==> src/rtl/dbg_trace_capture.sv <==
// Debug trace capture: records the selected debug word into a circular buffer
// once armed, stops a programmable number of samples after a masked trigger.
module dbg_trace_capture #(
  parameter int DEPTH = 16,
  parameter int AW    = 4,
  parameter int DW    = 8
) (
  input  logic          clk,
  input  logic          rstn,
  input  logic [DW-1:0] din,
  input  logic          arm,
  input  logic [DW-1:0] trig_val,
  input  logic [DW-1:0] trig_mask,
  input  logic [AW-1:0] post_cnt,
  input  logic          rd_en,
  output logic          rd_vld,
  output logic [DW-1:0] rd_data,
  output logic          rd_last,
  output logic [1:0]    state,
  output logic [AW:0]   fill,
  output logic [AW-1:0] trig_pos
);

  typedef enum logic [1:0] {
    ST_IDLE = 2'd0,
    ST_PRE  = 2'd1,
    ST_POST = 2'd2,
    ST_DONE = 2'd3
  } state_e;

  localparam logic [AW:0]   FULL_C  = (AW+1)'(DEPTH);
  localparam logic [AW:0]   ONE_F_C = (AW+1)'(1);
  localparam logic [AW-1:0] ONE_A_C = AW'(1);

  logic [DW-1:0] mem_r [DEPTH];
  state_e        state_r, state_nxt_s;
  logic [AW-1:0] wr_ptr_r, rd_ptr_r, post_lat_r, post_cnt_r, trig_pos_r;
  logic [AW:0]   fill_r, rem_r;
  logic          rd_vld_r, rd_last_r;
  logic [DW-1:0] rd_data_r;

  logic          trig_hit_s, wr_en_s, rd_ok_s, load_post_s, done_entry_s;
  logic [AW:0]   fill_inc_s, tp_full_s;
  logic [AW-1:0] wr_ptr_inc_s;

  assign trig_hit_s   = (((din ^ trig_val) & trig_mask) == {DW{1'b0}});
  assign fill_inc_s   = (fill_r == FULL_C) ? fill_r : (fill_r + ONE_F_C);
  assign wr_ptr_inc_s = wr_ptr_r + ONE_A_C;
  // Trigger index counted from the oldest entry of the final window
  assign tp_full_s    = fill_inc_s - ONE_F_C - {1'b0, post_lat_r};

  assign state    = state_r;
  assign fill     = fill_r;
  assign trig_pos = trig_pos_r;
  assign rd_vld   = rd_vld_r;
  assign rd_data  = rd_data_r;
  assign rd_last  = rd_last_r;

  // Next-state and per-cycle strobes; arm overrides everything
  always_comb begin
    state_nxt_s  = state_r;
    wr_en_s      = 1'b0;
    rd_ok_s      = 1'b0;
    load_post_s  = 1'b0;
    done_entry_s = 1'b0;
    if (arm) begin
      state_nxt_s = ST_PRE;
    end else begin
      case (state_r)
        ST_IDLE: state_nxt_s = ST_IDLE;
        ST_PRE: begin
          wr_en_s = 1'b1;
          if (trig_hit_s) begin
            if (post_lat_r == {AW{1'b0}}) begin
              state_nxt_s = ST_DONE;
            end else begin
              state_nxt_s = ST_POST;
              load_post_s = 1'b1;
            end
          end else begin
            state_nxt_s = ST_PRE;
          end
        end
        ST_POST: begin
          wr_en_s = 1'b1;
          if (post_cnt_r == ONE_A_C) begin
            state_nxt_s = ST_DONE;
          end else begin
            state_nxt_s = ST_POST;
          end
        end
        ST_DONE: rd_ok_s = rd_en && (rem_r != {(AW+1){1'b0}});
        default: state_nxt_s = ST_IDLE;
      endcase
      done_entry_s = wr_en_s && (state_nxt_s == ST_DONE);
    end
  end

  // Control state, pointers, counters and registered read port
  always_ff @(posedge clk) begin
    if (!rstn) begin
      state_r    <= ST_IDLE;
      wr_ptr_r   <= {AW{1'b0}};
      rd_ptr_r   <= {AW{1'b0}};
      post_lat_r <= {AW{1'b0}};
      post_cnt_r <= {AW{1'b0}};
      trig_pos_r <= {AW{1'b0}};
      fill_r     <= {(AW+1){1'b0}};
      rem_r      <= {(AW+1){1'b0}};
      rd_vld_r   <= 1'b0;
      rd_last_r  <= 1'b0;
      rd_data_r  <= {DW{1'b0}};
    end else begin
      state_r   <= state_nxt_s;
      rd_vld_r  <= rd_ok_s;
      rd_last_r <= rd_ok_s && (rem_r == ONE_F_C);
      if (rd_ok_s) begin
        rd_data_r <= mem_r[rd_ptr_r];
        rd_ptr_r  <= rd_ptr_r + ONE_A_C;
        rem_r     <= rem_r - ONE_F_C;
      end
      if (arm) begin
        wr_ptr_r   <= {AW{1'b0}};
        fill_r     <= {(AW+1){1'b0}};
        rem_r      <= {(AW+1){1'b0}};
        post_lat_r <= post_cnt;
        post_cnt_r <= {AW{1'b0}};
        trig_pos_r <= {AW{1'b0}};
      end else begin
        if (wr_en_s) begin
          wr_ptr_r <= wr_ptr_inc_s;
          fill_r   <= fill_inc_s;
        end
        if (load_post_s) begin
          post_cnt_r <= post_lat_r;
        end else if (state_r == ST_POST) begin
          post_cnt_r <= post_cnt_r - ONE_A_C;
        end
        if (done_entry_s) begin
          trig_pos_r <= tp_full_s[AW-1:0];
          rd_ptr_r   <= wr_ptr_inc_s - fill_inc_s[AW-1:0];
          rem_r      <= fill_inc_s;
        end
      end
    end
  end

  // Sample storage; contents are not reset
  always_ff @(posedge clk) begin
    if (wr_en_s) begin
      mem_r[wr_ptr_r] <= din;
    end
  end

endmodule

==> config.mk <==
export PLATFORM = sky130hd
export DESIGN_NAME = dbg_trace_capture
export DESIGN_NICKNAME = d
export VERILOG_FILES = /design/src/rtl/dbg_trace_capture.sv
export SDC_FILE = /design/constraint.sdc
export NUM_CORES = 1
export LEC_CHECK = 0
export CAP_MARGIN = 25
export CELL_PAD_IN_SITES_DETAIL_PLACEMENT = 1
export CELL_PAD_IN_SITES_GLOBAL_PLACEMENT = 2
export CORE_UTILIZATION = 41
export CTS_CLUSTER_DIAMETER = 80
export DETAILED_ROUTE_END_ITERATION = 10
export MAX_ROUTING_LAYER = met4
export PLACE_DENSITY = 0.87
export REMOVE_ABC_BUFFERS = 1
export SETUP_SLACK_MARGIN = 0.2
export SLEW_MARGIN = 30
export SYNTH_ARGS = -nofsm -noshare
export SYNTH_HDL_FRONTEND = slang
export SYNTH_SLANG_ARGS = --single-unit
==> constraint.sdc <==
create_clock -name clk -period 5.4 [get_ports clk]
set_input_delay 1.08 -clock clk [delete_from_list [all_inputs] [get_ports clk]]
set_output_delay 1.08 -clock clk [all_outputs]
set_load 0.02 [all_outputs]
==> results.sh <==
export IMPL_drive_gt1_share_pct=12.8
export IMPL_grt_overflow=0
export IMPL_r2r_start="fill[0]$_SDFFE_PP0P_"
export IMPL_start_util_pct=41.8
export IMPL_power_frac_seq_pct=50.2
export IMPL_antenna_found_initial=0
export IMPL_power_density_nw_per_um2=320
export IMPL_status="complete, no violations"
export IMPL_r2r_cells=10
export IMPL_cts_tree="yes"
export IMPL_combPwrFrac_pct=4.8
export IMPL_fin_crit_sh_pct=64.6
export IMPL_ys_seq_area_share_pct=62.5
export IMPL_synth_edf_count=128
export IMPL_port_buffers=52
export IMPL_core_area_um2=17900
export IMPL_die_area_um2=18800
export IMPL_wl_per_cell_um=21.2
export IMPL_final_nets=580
export IMPL_via_count=4164
export IMPL_rsz0062_at_grt="no"
export IMPL_crit_fanout=7
export IMPL_drv_slew=0
export IMPL_r2r_slack_ps=1910
export IMPL_drc=0
export IMPL_cts_buffer_depth=2
export IMPL_via_per_inst=5.43
export IMPL_crit_required_ps=5720
export IMPL_async_flop_share_pct=0
export IMPL_cts_resized=0
export IMPL_worst_ep_arrival_time_ps=3810
export IMPL_worstPathCellList="inv_1 -> ha_1 -> nor4bb_1 -> mux2i_1 -> ha_1 -> a21o_1 -> a21oi_1 -> xor2_1 -> nor4_1 -> o21a_1"
export IMPL_ys_flop_type="edfxtp_1"
export IMPL_hold_class="reg -> reg"
export IMPL_slowest_delay_ps=800
export IMPL_cts_sinks=170
export IMPL_n_antenna_cell=0
export IMPL_synth_compound_area_share_pct=5.51
export IMPL_pwr_share_clk_pct=45.0
export IMPL_final_common_cell="edfxtp_1"
export IMPL_grt_max_degree=36
export IMPL_cp_startpoint="fill[0]$_SDFFE_PP0P_"
export IMPL_muxShareOfSynthArea_pct=15.1
export IMPL_max_freq_ghz=0.287
export IMPL_switching_share_pct=22.8
export IMPL_synth_xor_area_share_pct=3.63
export IMPL_cpMaxStageDelayCell="mux2i_1"
export IMPL_p_sw_w=0.000644
export IMPL_yosysWarnings=0
export IMPL_area_growth_pct=17.9
export IMPL_p_leak_nw=2.89
export IMPL_synth_adder_area_share_pct=4.04
export IMPL_p_int_w=0.00218
export IMPL_die_w_um=137
export IMPL_vdd_ir_drop_max_mv=0.229
export IMPL_cap_viol_max_count=0
export IMPL_setup_violations_final=0
export IMPL_period_needed_ps=3490
export IMPL_final_cell_mix="edfxtp_1, clkdlybuf4s50_1, dfxtp_1"
export IMPL_reg2reg_to="rd_ptr_r[3]$_SDFF_PN0_"
export IMPL_cp_start_kind="flip-flop"
export IMPL_worst_pin_slew_ps=885
export IMPL_postRouteAntennaNets=0
export IMPL_skew_ps=8.63
export IMPL_htree_levels=4
export IMPL_grt_usage_pct=19.4
export IMPL_drt_total_wl_um=16300
export IMPL_synthesis_instances=469
export IMPL_post_dp_hpwl_um=11400
export IMPL_synth_avg_cell_area_um2=16.0
export IMPL_synth_top_family_by_area="multiplexers"
export IMPL_pin_count=53
export IMPL_synthSimpleGateAreaFrac_pct=6.35
export IMPL_drtPass1Iterations=5
export IMPL_die_h_um=137
export IMPL_cts_root_buf="clkbuf_16"
export IMPL_postCtsSetupRepairBufs=0
export IMPL_grt_pass1_wl_um=25300
export IMPL_first_iter_violations=264
export IMPL_fp_row_count=49
export IMPL_insertion_delay_ps=430
export IMPL_path_common_cell="ha_1"
export IMPL_hold_viol_final=0
export IMPL_ys_ff_latch=170
export IMPL_tns_ps=0
export IMPL_grt_pass1_vias=4366
export IMPL_cts_made_buffers=17
export IMPL_place_congestion=0.729
export IMPL_cts_hold_fix_buffers=0
export IMPL_maxSlewHeadroom_pct=40.8
export IMPL_cts_clk_slew_worst_paths_ps=70
export IMPL_endpoint_kind="flip-flop"
export IMPL_syn_cell_area_um2=7490
export IMPL_path_class="reg -> reg"
export IMPL_total_power_w=0.00282
export IMPL_yosysUniqueCellTypes=51
export IMPL_crit_end="rd_ptr_r[3]$_SDFF_PN0_"
[cells in the mapped netlist (12+ instances only)]
library cell,instances,area share [%]
mux2i_1,16,2.1
nand2_1,14,0.70
ha_1,21,3.5
nor2_1,28,1.4
mux4_2,21,6.3
a21oi_1,17,1.1
dfxtp_1,42,11
xnor2_1,12,1.4
inv_1,19,0.95
nor2b_1,15,1.3
xor2_1,19,2.2
mux4_1,19,6.7
edfxtp_1,128,51
[power groups by stage]
| stage | clock [W] | sequential, W | combinational (W) |
|---|---|---|---|
| 3_3_place_gp | 0 | 0.00145 | 0.000128 |
| 3_5_place_dp | 0 | 0.00145 | 0.000136 |
| 5_1_grt | 0.00134 | 0.00142 | 0.000149 |
| 4_1_cts | 0.00129 | 0.00142 | 0.000137 |
| 2_1_floorplan | 0 | 0.00145 | 0.0000650 |
| 6_report | 0.00127 | 0.00142 | 0.000136 |
[metrics by stage]
stage | setup WS (ps) | util, % | hold slack (ps) | cells | instance area, um2
floorplan | 2460 | - | 454 | 448 | 7350
global placement | 1650 | 45.8 | 468 | 735 | 8210
detailed placement | 1480 | 45.9 | 486 | 735 | 8210
CTS | 1870 | 49.3 | 496 | 767 | 8830
global route | 1620 | 49.3 | 525 | 767 | 8830
finish | 1910 | 49.3 | 492 | 767 | 8830
[state kept, by name, indices dropped and copies added (netlist names)]
register,count
state,2
post_lat_r,4
post_cnt_r,4
mem_r,128
rd_last,1
fill,5
rd_vld,1
wr_ptr_r,4
rem_r,5
rd_data,8
rd_ptr_r,4
trig_pos,4
[cells by family (layout without fill, tap and decap cells)]
kind of cell,Yosys count,after routing
AOI/OAI and AO/OA,57,57
muxes,56,56
adders and majority gates,23,23
xor gates and xnor gates,31,31
and+or+nand+nor,92,92
DFF,170,170
buffers and inverters,40,109
[worst min-delay path by stage]
stage	start	end	slack (ps)	cells after the start
detailed placement	rem_r[4]$_SDFFE_PP0P_	rem_r[4]$_SDFFE_PP0P_	490	2
global route	rem_r[4]$_SDFFE_PP0P_	rem_r[4]$_SDFFE_PP0P_	520	2
floorplan	rem_r[4]$_SDFFE_PP0P_	rem_r[4]$_SDFFE_PP0P_	450	2
finish	rem_r[4]$_SDFFE_PP0P_	rem_r[4]$_SDFFE_PP0P_	490	2
CTS	rem_r[4]$_SDFFE_PP0P_	rem_r[4]$_SDFFE_PP0P_	500	2
global placement	rem_r[4]$_SDFFE_PP0P_	rem_r[4]$_SDFFE_PP0P_	470	2
[layout make-up]
class / count / area (um2)
Fill cell: 1728 / 9070
Sequential cell: 170 / 4690
Multi-Input combinational cell: 259 / 2610
Timing Repair Buffer: 58 / 566
Clock buffer: 17 / 425
Tap cell: 229 / 287
Clock inverter: 15 / 193
Inverter: 19 / 71.3
[per-layer routing]
metal	up-vias	GRT usage [%]	wire, um
met5	-	-	0
met4	0	7.33	203
met3	15	3.11	484
met2	86	30.8	8130
met1	2138	24.9	7460
li1	1925	-	-
[critical path, delay by kind of cell (launching register included)]
family / cells / cell delay [ps]
flip-flops: 1 / 380
buffers and inverters: 1 / 80
AND/OR/NAND/NOR: 2 / 810
XOR/XNOR: 1 / 180
multiplexers: 1 / 800
AO/OA/AOI/OAI: 3 / 620
adder cells (fa/ha/maj): 2 / 500
(Power assumes the default switching activity.)
